$ cat src/rtl/ctrl_pkg.sv
// ctrl_pkg: state encodings, opcodes, ALU selects and opcode decode shared by the multi-cycle control unit.
package ctrl_pkg;
    localparam logic [4:0] S_RESET  = 5'd0;
    localparam logic [4:0] S_FETCH  = 5'd1;
    localparam logic [4:0] S_DECODE = 5'd2;
    localparam logic [4:0] S_ASN    = 5'd3;
    localparam logic [4:0] S_SHIFT  = 5'd4;
    localparam logic [4:0] S_WB     = 5'd5;
    localparam logic [4:0] S_ORI3   = 5'd6;
    localparam logic [4:0] S_ORI4   = 5'd7;
    localparam logic [4:0] S_ORI5   = 5'd8;
    localparam logic [4:0] S_LOAD   = 5'd9;
    localparam logic [4:0] S_LOADWB = 5'd10;
    localparam logic [4:0] S_STORE  = 5'd11;
    localparam logic [4:0] S_BPZ    = 5'd12;
    localparam logic [4:0] S_BZ     = 5'd13;
    localparam logic [4:0] S_BNZ    = 5'd14;
    localparam logic [4:0] S_NOP    = 5'd15;
    localparam logic [4:0] S_STOP   = 5'd16;
    localparam logic [4:0] S_TRAP   = 5'd17;

    localparam logic [3:0] OP_LOAD  = 4'b0000;
    localparam logic [3:0] OP_STOP  = 4'b0001;
    localparam logic [3:0] OP_STORE = 4'b0010;
    localparam logic [3:0] OP_ADD   = 4'b0100;
    localparam logic [3:0] OP_BZ    = 4'b0101;
    localparam logic [3:0] OP_SUB   = 4'b0110;
    localparam logic [3:0] OP_NAND  = 4'b1000;
    localparam logic [3:0] OP_BNZ   = 4'b1001;
    localparam logic [3:0] OP_NOP   = 4'b1010;
    localparam logic [3:0] OP_BPZ   = 4'b1101;

    localparam logic [2:0] ALU2_ONE   = 3'b001;
    localparam logic [2:0] ALU2_OFFS  = 3'b010;
    localparam logic [2:0] ALU2_IMM   = 3'b011;
    localparam logic [2:0] ALU2_SHAMT = 3'b100;

    localparam logic [2:0] ALUOP_ADD   = 3'b000;
    localparam logic [2:0] ALUOP_SUB   = 3'b001;
    localparam logic [2:0] ALUOP_OR    = 3'b010;
    localparam logic [2:0] ALUOP_NAND  = 3'b011;
    localparam logic [2:0] ALUOP_SHIFT = 3'b100;

    // ALU-class and low-bit patterns take priority over exact opcode matches
    function automatic logic [4:0] decode_op(input logic [3:0] op, input logic trap);
        logic [4:0] s;
        if (op == OP_ADD || op == OP_SUB || op == OP_NAND) s = S_ASN;
        else if (op[2:0] == 3'b011) s = S_SHIFT;
        else if (op[2:0] == 3'b111) s = S_ORI3;
        else begin
            case (op)
                OP_LOAD:  s = S_LOAD;
                OP_STORE: s = S_STORE;
                OP_BPZ:   s = S_BPZ;
                OP_BZ:    s = S_BZ;
                OP_BNZ:   s = S_BNZ;
                OP_NOP:   s = S_NOP;
                OP_STOP:  s = S_STOP;
                default:  s = trap ? S_TRAP : S_RESET;
            endcase
        end
        return s;
    endfunction
endpackage

$ cat src/rtl/sat_counter.sv
// sat_counter: free-running event counter that sticks at all-ones instead of wrapping.
module sat_counter #(
    parameter int W = 16
) (
    input  logic         clock,
    input  logic         reset,
    input  logic         inc,
    output logic [W-1:0] count
);
    logic [W-1:0] count_q;

    always_ff @(posedge clock) begin
        if (!reset) count_q <= '0;
        else if (inc && count_q != '1) count_q <= count_q + W'(1);
    end

    assign count = count_q;
endmodule

$ cat src/rtl/multicycle_ctrl_fsm.sv
// multicycle_ctrl_fsm: multi-cycle datapath sequencer with memory-ready waits, STOP/trap and perf counters.
module multicycle_ctrl_fsm
    import ctrl_pkg::*;
#(
    parameter int CNTW         = 16,
    parameter bit WAIT_EN      = 1'b1,
    parameter bit TRAP_ILLEGAL = 1'b1
) (
    input  logic            clock,
    input  logic            reset,
    input  logic [3:0]      instr,
    input  logic            N,
    input  logic            Z,
    input  logic            mem_ready,
    input  logic            resume,
    output logic            PCwrite,
    output logic            AddrSel,
    output logic            MemRead,
    output logic            MemWrite,
    output logic            IRload,
    output logic            R1Sel,
    output logic            MDRload,
    output logic            R1R2Load,
    output logic            ALU1,
    output logic            ALUOutWrite,
    output logic            RFWrite,
    output logic            RegIn,
    output logic            FlagWrite,
    output logic            IncCount,
    output logic [2:0]      ALU2,
    output logic [2:0]      ALUop,
    output logic            halted,
    output logic            illegal,
    output logic [4:0]      state_o,
    output logic [CNTW-1:0] cycle_count,
    output logic [CNTW-1:0] instr_count
);
    logic [4:0] state_q, state_d;
    logic       rdy;

    assign rdy = mem_ready | ~WAIT_EN;

    always_comb begin
        state_d = state_q;
        case (state_q)
            S_RESET:  state_d = S_FETCH;
            S_FETCH:  state_d = rdy ? S_DECODE : S_FETCH;
            S_DECODE: state_d = decode_op(instr, TRAP_ILLEGAL);
            S_ASN, S_SHIFT: state_d = S_WB;
            S_ORI3:   state_d = S_ORI4;
            S_ORI4:   state_d = S_ORI5;
            S_LOAD:   state_d = rdy ? S_LOADWB : S_LOAD;
            S_STORE:  state_d = rdy ? S_FETCH : S_STORE;
            S_WB, S_ORI5, S_LOADWB, S_BPZ, S_BZ, S_BNZ, S_NOP: state_d = S_FETCH;
            S_STOP:   state_d = resume ? S_FETCH : S_STOP;
            S_TRAP:   state_d = S_TRAP;
            default:  state_d = S_RESET;
        endcase
    end

    always_ff @(posedge clock) begin
        if (!reset) state_q <= S_RESET;
        else state_q <= state_d;
    end

    assign AddrSel     = state_q == S_FETCH;
    assign MemRead     = state_q == S_FETCH || state_q == S_LOAD;
    assign MemWrite    = state_q == S_STORE;
    assign IRload      = state_q == S_FETCH && rdy;
    assign R1Sel       = state_q == S_ORI3 || state_q == S_ORI5;
    assign MDRload     = state_q == S_LOAD && rdy;
    assign R1R2Load    = state_q == S_DECODE || state_q == S_ORI3;
    assign ALU1        = state_q == S_ASN || state_q == S_SHIFT || state_q == S_ORI4;
    assign ALUOutWrite = ALU1 || state_q == S_LOADWB;
    assign FlagWrite   = ALU1;
    assign RFWrite     = state_q == S_WB || state_q == S_ORI5 || state_q == S_LOADWB;
    assign RegIn       = state_q == S_LOADWB;
    assign IncCount    = !(state_q == S_RESET || state_q == S_STOP || state_q == S_TRAP);
    assign halted      = state_q == S_STOP || state_q == S_TRAP;
    assign illegal     = state_q == S_TRAP;
    assign state_o     = state_q;

    // branches redirect PC from the flags latched by the previous ALU op
    assign PCwrite = (state_q == S_FETCH && rdy) || (state_q == S_BPZ && !N)
                   || (state_q == S_BZ && Z) || (state_q == S_BNZ && !Z);

    assign ALU2 = state_q == S_FETCH ? ALU2_ONE :
                  state_q == S_SHIFT ? ALU2_SHAMT :
                  state_q == S_ORI4  ? ALU2_IMM :
                  (state_q == S_BPZ || state_q == S_BZ || state_q == S_BNZ) ? ALU2_OFFS : 3'b000;

    assign ALUop = state_q == S_ASN   ? (instr == OP_ADD ? ALUOP_ADD : instr == OP_SUB ? ALUOP_SUB : ALUOP_NAND) :
                   state_q == S_SHIFT ? ALUOP_SHIFT :
                   state_q == S_ORI4  ? ALUOP_OR : 3'b000;

    sat_counter #(.W(CNTW)) u_cycle_cnt (
        .clock (clock),
        .reset (reset),
        .inc   (IncCount),
        .count (cycle_count)
    );

    sat_counter #(.W(CNTW)) u_instr_cnt (
        .clock (clock),
        .reset (reset),
        .inc   (state_q == S_FETCH && rdy),
        .count (instr_count)
    );
endmodule

$ cat config.mk
export PLATFORM = sky130hd
export DESIGN_NAME = multicycle_ctrl_fsm
export DESIGN_NICKNAME = d
export VERILOG_FILES = /design/src/rtl/ctrl_pkg.sv /design/src/rtl/sat_counter.sv /design/src/rtl/multicycle_ctrl_fsm.sv
export SDC_FILE = /design/constraint.sdc
export NUM_CORES = 1
export LEC_CHECK = 0
export BUFFER_PORTS_ARGS = -buffer_cell sky130_fd_sc_hd__buf_2
export CORE_ASPECT_RATIO = 2
export CORE_MARGIN = 4
export CORE_UTILIZATION = 47
export CTS_CLUSTER_SIZE = 28
export DETAILED_ROUTE_END_ITERATION = 8
export HOLD_SLACK_MARGIN = 0.08
export PLACE_DENSITY_LB_ADDON = 0.12
export SLEW_MARGIN = 20
export SYNTH_ARGS = -nofsm -noshare
export SYNTH_HDL_FRONTEND = slang
export SYNTH_SLANG_ARGS = --single-unit
$ cat constraint.sdc
create_clock -name clock -period 1.7 [get_ports clock]
set_input_delay 0.085 -clock clock [delete_from_list [all_inputs] [get_ports clock]]
set_output_delay 0.085 -clock clock [all_outputs]
set_load 0.01 [all_outputs]
Word level (Yosys, flattened, before mapping)
Index checks and enable logic that the tools add are counted.
{ "word_totals": {"word_cells": 85, "reg_bits": 37, "out_inout_bits": 59} }
{ "classes": {"add_sub_neg": 2, "muxes": 18, "eq_ne": 30, "reduce_logical": 32} }
{ "op_table": {"columns": ["op", "n"], "rows": [
  ["$pmux 5 s10", 1],
  ["$eq 5x4->1 const B", 8],
  ["$pmux 5 s7", 1],
  ["$add 16x1->16 const B", 2],
  ["$ne 16x16->1 const B", 2],
  ["$eq 5x3->1 const B", 4],
  ["$mux 5", 4],
  ["$logic_or 1x1->1", 18],
  ["$eq 4x4->1 const B", 4],
  ["$mux 2", 7],
  ["$eq 4x3->1 const B", 3],
  ["$mux 3", 4],
  ["$eq 5x2->1 const B", 2],
  ["$eq 5x5->1 const B", 2],
  ["$reduce_or 8->1", 1],
  ["$logic_and 1x1->1", 7],
  ["$eq 5x1->1 const B", 1],
  ["$logic_not 5->1", 1],
  ["$eq 4x1->1 const B", 1],
  ["$eq 4x2->1 const B", 1],
  ["$logic_not 4->1", 1],
  ["$mux 4", 1],
  ["$eq 3x2->1 const B", 1],
  ["$eq 3x3->1 const B", 1],
  ["other kinds (2)", 4]
]} }

Longest topological paths before layout
{ "depth": {"ltp_word": 7, "ltp_mapped": 7} }

Cells and area by module
A second synthesis with hierarchy kept.
{ "hier_totals": {"cells_unflattened": 302, "hier_area_um2": 2373.5} }
{ "by_module_without_submodules": {"columns": ["module", "instances", "cells_per_inst", "seq_area_each_um2", "area_per_inst_um2"], "rows": [
  ["sat_counter", 2, 97, 320.3, 837.1],
  ["multicycle_ctrl_fsm", 1, 108, 100.1, 699.4]
]} }

Least setup slack after synthesis
No wires, ideal clock.
{ "synth_timing": {"path_kind": "register -> register", "startpoint": "register state_q[1], in the netlist state_o[1]", "endpoint": "register u_instr_cnt.count_q[13], in the netlist u_instr_cnt.count[13]", "synth_period_minus_slack_ps": 1836, "setup_slack_ps": -136, "arrival_ps": 1766, "path_stages_with_launch": 6, "required_ps": 1630, "path_cell_list": "dfxtp_1 > buf_6 > nor4b_4 > nand4_4 > or4_1 > a21oi_1"} }
{ "synth_via": {"elab_chain_len": 3} }
{ "synth_rtl": {"columns": ["element", "line", "text"], "rows": [
  ["start: declaration", "multicycle_ctrl_fsm.sv:38", "logic [4:0] state_q, state_d;"],
  ["start signal: assignment", "multicycle_ctrl_fsm.sv:63", "else state_q <= state_d;"],
  ["$eq 5x1->1", "multicycle_ctrl_fsm.sv:106", ".inc (state_q == S_FETCH && rdy),"],
  ["$logic_and 1x1->1", "multicycle_ctrl_fsm.sv:106", null],
  ["$logic_and 1x1->1", "sat_counter.sv:14", "else if (inc && count_q != '1) count_q <= count_q + W'(1);"],
  ["end signal: assignment", "sat_counter.sv:14", null],
  ["end: declaration", "sat_counter.sv:10", "logic [W-1:0] count_q;"]
]} }
No other way between the ends.
A chain may end at the register's enable or synchronous reset.

Final worst setup path
{ "layout_timing": {"startpoint": "register state_q[4], in the netlist state_o[4]", "endpoint": "register u_instr_cnt.count_q[11], in the netlist u_instr_cnt.count[11]"} }
Same word-level chain as after synthesis.

==> reports/qor.yml <==
status: "complete, no violations"
wl_per_cell_um: 15.3
antenna_left: 0
clkLatencyLatePin_ns: 0.29
pwr_density_cell_mw_per_mm2: 650
post-dp-hpwl_um: 5380
initial_utilization_pct: 49.2
vias: 2795
setup_violations: 0
synth_seq_area_share_pct: 30.7
num_antenna_cells: 0
nNetsFinal: 427
die_y_um: 109
peakVddDrop_mv: 0.601
wirelength_um: 7230
leakage_nw: 1.44
rows: 36
max_freq_ghz: 0.601
arrival_ns: 1.88
grt_pass1_wl_um: 11700
cts_root_buf: "clkbuf_8"
yosysTopAreaCell: "dfxtp_1"
synth-edff-count: 0
ys.warnings.count: 0
synth_fp_nets: 325
critical_path_class: "flop to flop"
synth_top_cell_area_share_pct: 30.7
route.detailed.drc: 0
grt_setup_unrepaired: "yes"
syn_to_final_growth_pct: 38.8
clk_pin_slew_ns: 0.08
period_needed_ns: 1.66
ys_top_cells_by_area: "dfxtp_1 (31%), a21oi_1 (5.4%), nand2_1 (4.2%), o21ai_0 (3.9%), o31ai_1 (3.7%)"
hp-class: "input port to flop"
async_flop_share_pct: 0
crit_path_start_kind: "flop"
syn_area_per_cell_sq_um: 7.71
cts_max_level: 2
placed_area_sq_mm: 0.00305
slew_headroom_pct: 63.3
cts_tree: "done"
first_pass_iters: 4
fin_area_sq_mm: 0.00335
fin_skew_ns: 0.00928
critPathMaxFanout: 6
coreArea_sq_mm: 0.00491
tightest_slew_ns: 0.549
antenna_found_initial: 0
clockBufferDepth: 2
cp-end-kind: "flop"
gp_congestion: 0.885
final_layout_size_suffix_gt1_share_pct: 36.8
cts_made_buffers: 5
io_buffers: 68
drtIter0Drc: 63
synthFlopType: "dfxtp_1"
setup_tns_ns: 0
maxSlewViolCount: 0
die_x_um: 58.7
hold_viol_final: 0
overflow: 0
ys_types: 52
whs_ns: 0.226
synth_cells: 313
period_share_pct: 97.8
cap_violations: 0
netlist_area_sq_mm: 0.00241
critPathRequiredTime_ns: 1.92
grtUsageTotal_pct: 23.1
grt_max_degree: 22
dieArea_sq_mm: 0.00641
io_pins: 69
first_global_vias: 2595
clock_sinks: 37
synth-seq-cells: 37
viasPerCell: 5.91
repair_timing:
item,CTS,global route
resized for setup,9,20
pin swaps,1,11
hold endpoints to repair,1,0
setup endpoints to repair,9,29
setup buffers,0,10
hold buffers,1,0
power breakdown:
group / total, mW / internal (mW) / leakage [nW] / switching [mW]
registers: 0.903 / 0.886 / 0.301 / 0.0164
clock network: 0.801 / 0.479 / 0.0585 / 0.322
logic: 0.474 / 0.211 / 1.08 / 0.263
total: 2.18 / 1.58 / 1.44 / 0.601
logic make-up after synthesis:
logic type | count (synthesis) | synth area share (%)
adders and majority gates | 2 | 1.04
xor gates and xnor gates | 3 | 1.09
muxes | 8 | 3.32
and+or+nand+nor | 149 | 37.3
buffers and inverters | 33 | 5.65
DFF | 37 | 30.7
AOI/OAI and AO/OA | 81 | 20.9
Yosys cell counts (2+ instances only):
master    instances
ha_1              2
mux2i_1           8
or3_1            11
a21o_1            2
nor3_1           12
xor2_1            3
dfxtp_1          37
nand2_1          27
a31oi_1           4
and4_1            5
o211ai_1          2
o31ai_1          12
clkbuf_1         18
nor2b_1           5
o211a_1           2
inv_1            11
and3_1            9
nor4b_1           4
a21oi_1          26
nand3_1          13
nor2_1           10
nor3b_1           4
and2_1            3
nand2b_1          8
nor4_1            6
or4_1            11
o21ai_0          19
nand4_1          12
a211oi_1          4
cell type report:
class                   instances  area [sq um]
fillers                       438          1560
clock buffers                   7          86.3
repair buffers                117           746
well taps                      57          71.3
clock inverters                 1          30.0
inverters                      11          41.3
flip-flops and latches         37           747
multi-input cells             243          1630
through the flow:
stage	total power [mW]	setup WS, ns	std cells	utilization (%)
CTS	2.16	0.00696	463	65.5
floorplan	1.18	-0.0578	313	-
detailed placement	1.35	-0.0209	454	62.1
global placement	1.34	0.0457	454	62.1
global route	2.28	-0.0468	473	68.2
finish	2.18	0.0374	473	68.2
routing by layer:
layer	share of wire [%]	vias to the layer above	global-route usage, %
met2	56	62	43.7
met3	3.3	13	2.94
met5	0	-	0
met1	38	1328	24.7
li1	-	1392	-
met4	2.2	0	9.56
cell usage in the layout, fill, tap and decap left out, types with 4 or more instances in the layout:
cell type  Yosys  routed
clkbuf_8       0       6
nor3_1        12      11
dfxtp_1       37      32
buf_6          1       6
and4_1         5       4
nand3_1       13      13
nor2_1        10       8
or4_1         11      11
nand4_1       12      12
a211oi_1       4       4
dfxtp_2        0       5
mux2i_1        8       8
inv_1         11      10
or3_1         11      11
o31ai_1       12      12
nand2_1       27      27
and3_1         9       9
nand2b_1       8       8
a21oi_1       26      23
a31oi_1        4       4
buf_2          1      68
o21ai_0       19      19
buf_4          1      41
worst max-delay path: stages, from the launching register on:
cell and delay, ns:
dfxtp_1 0.37, nor4b_4 0.30, buf_6 0.17, nand4_4 0.11
or4_1 0.51, a21oi_2 0.14
registers in the layout, summed over array words and instances, names as in the netlist:
| name | cells |
|---|---|
| u_cycle_cnt.count | 16 |
| state_o | 5 |
| u_instr_cnt.count | 16 |
worst paths after layout:
kind	startpoint	cells after the start	to	slack [ns]
worst max-delay path	state_o[4]	5	u_instr_cnt.count[11]	0.04
worst min-delay path	mem_ready	4	state_o[1]	0.23
worst max register to register	state_o[4]	5	u_instr_cnt.count[11]	0.04
worst min register to register	u_instr_cnt.count[7]	2	u_instr_cnt.count[7]	0.49
Note: power is estimated with default switching activity, not from simulation.
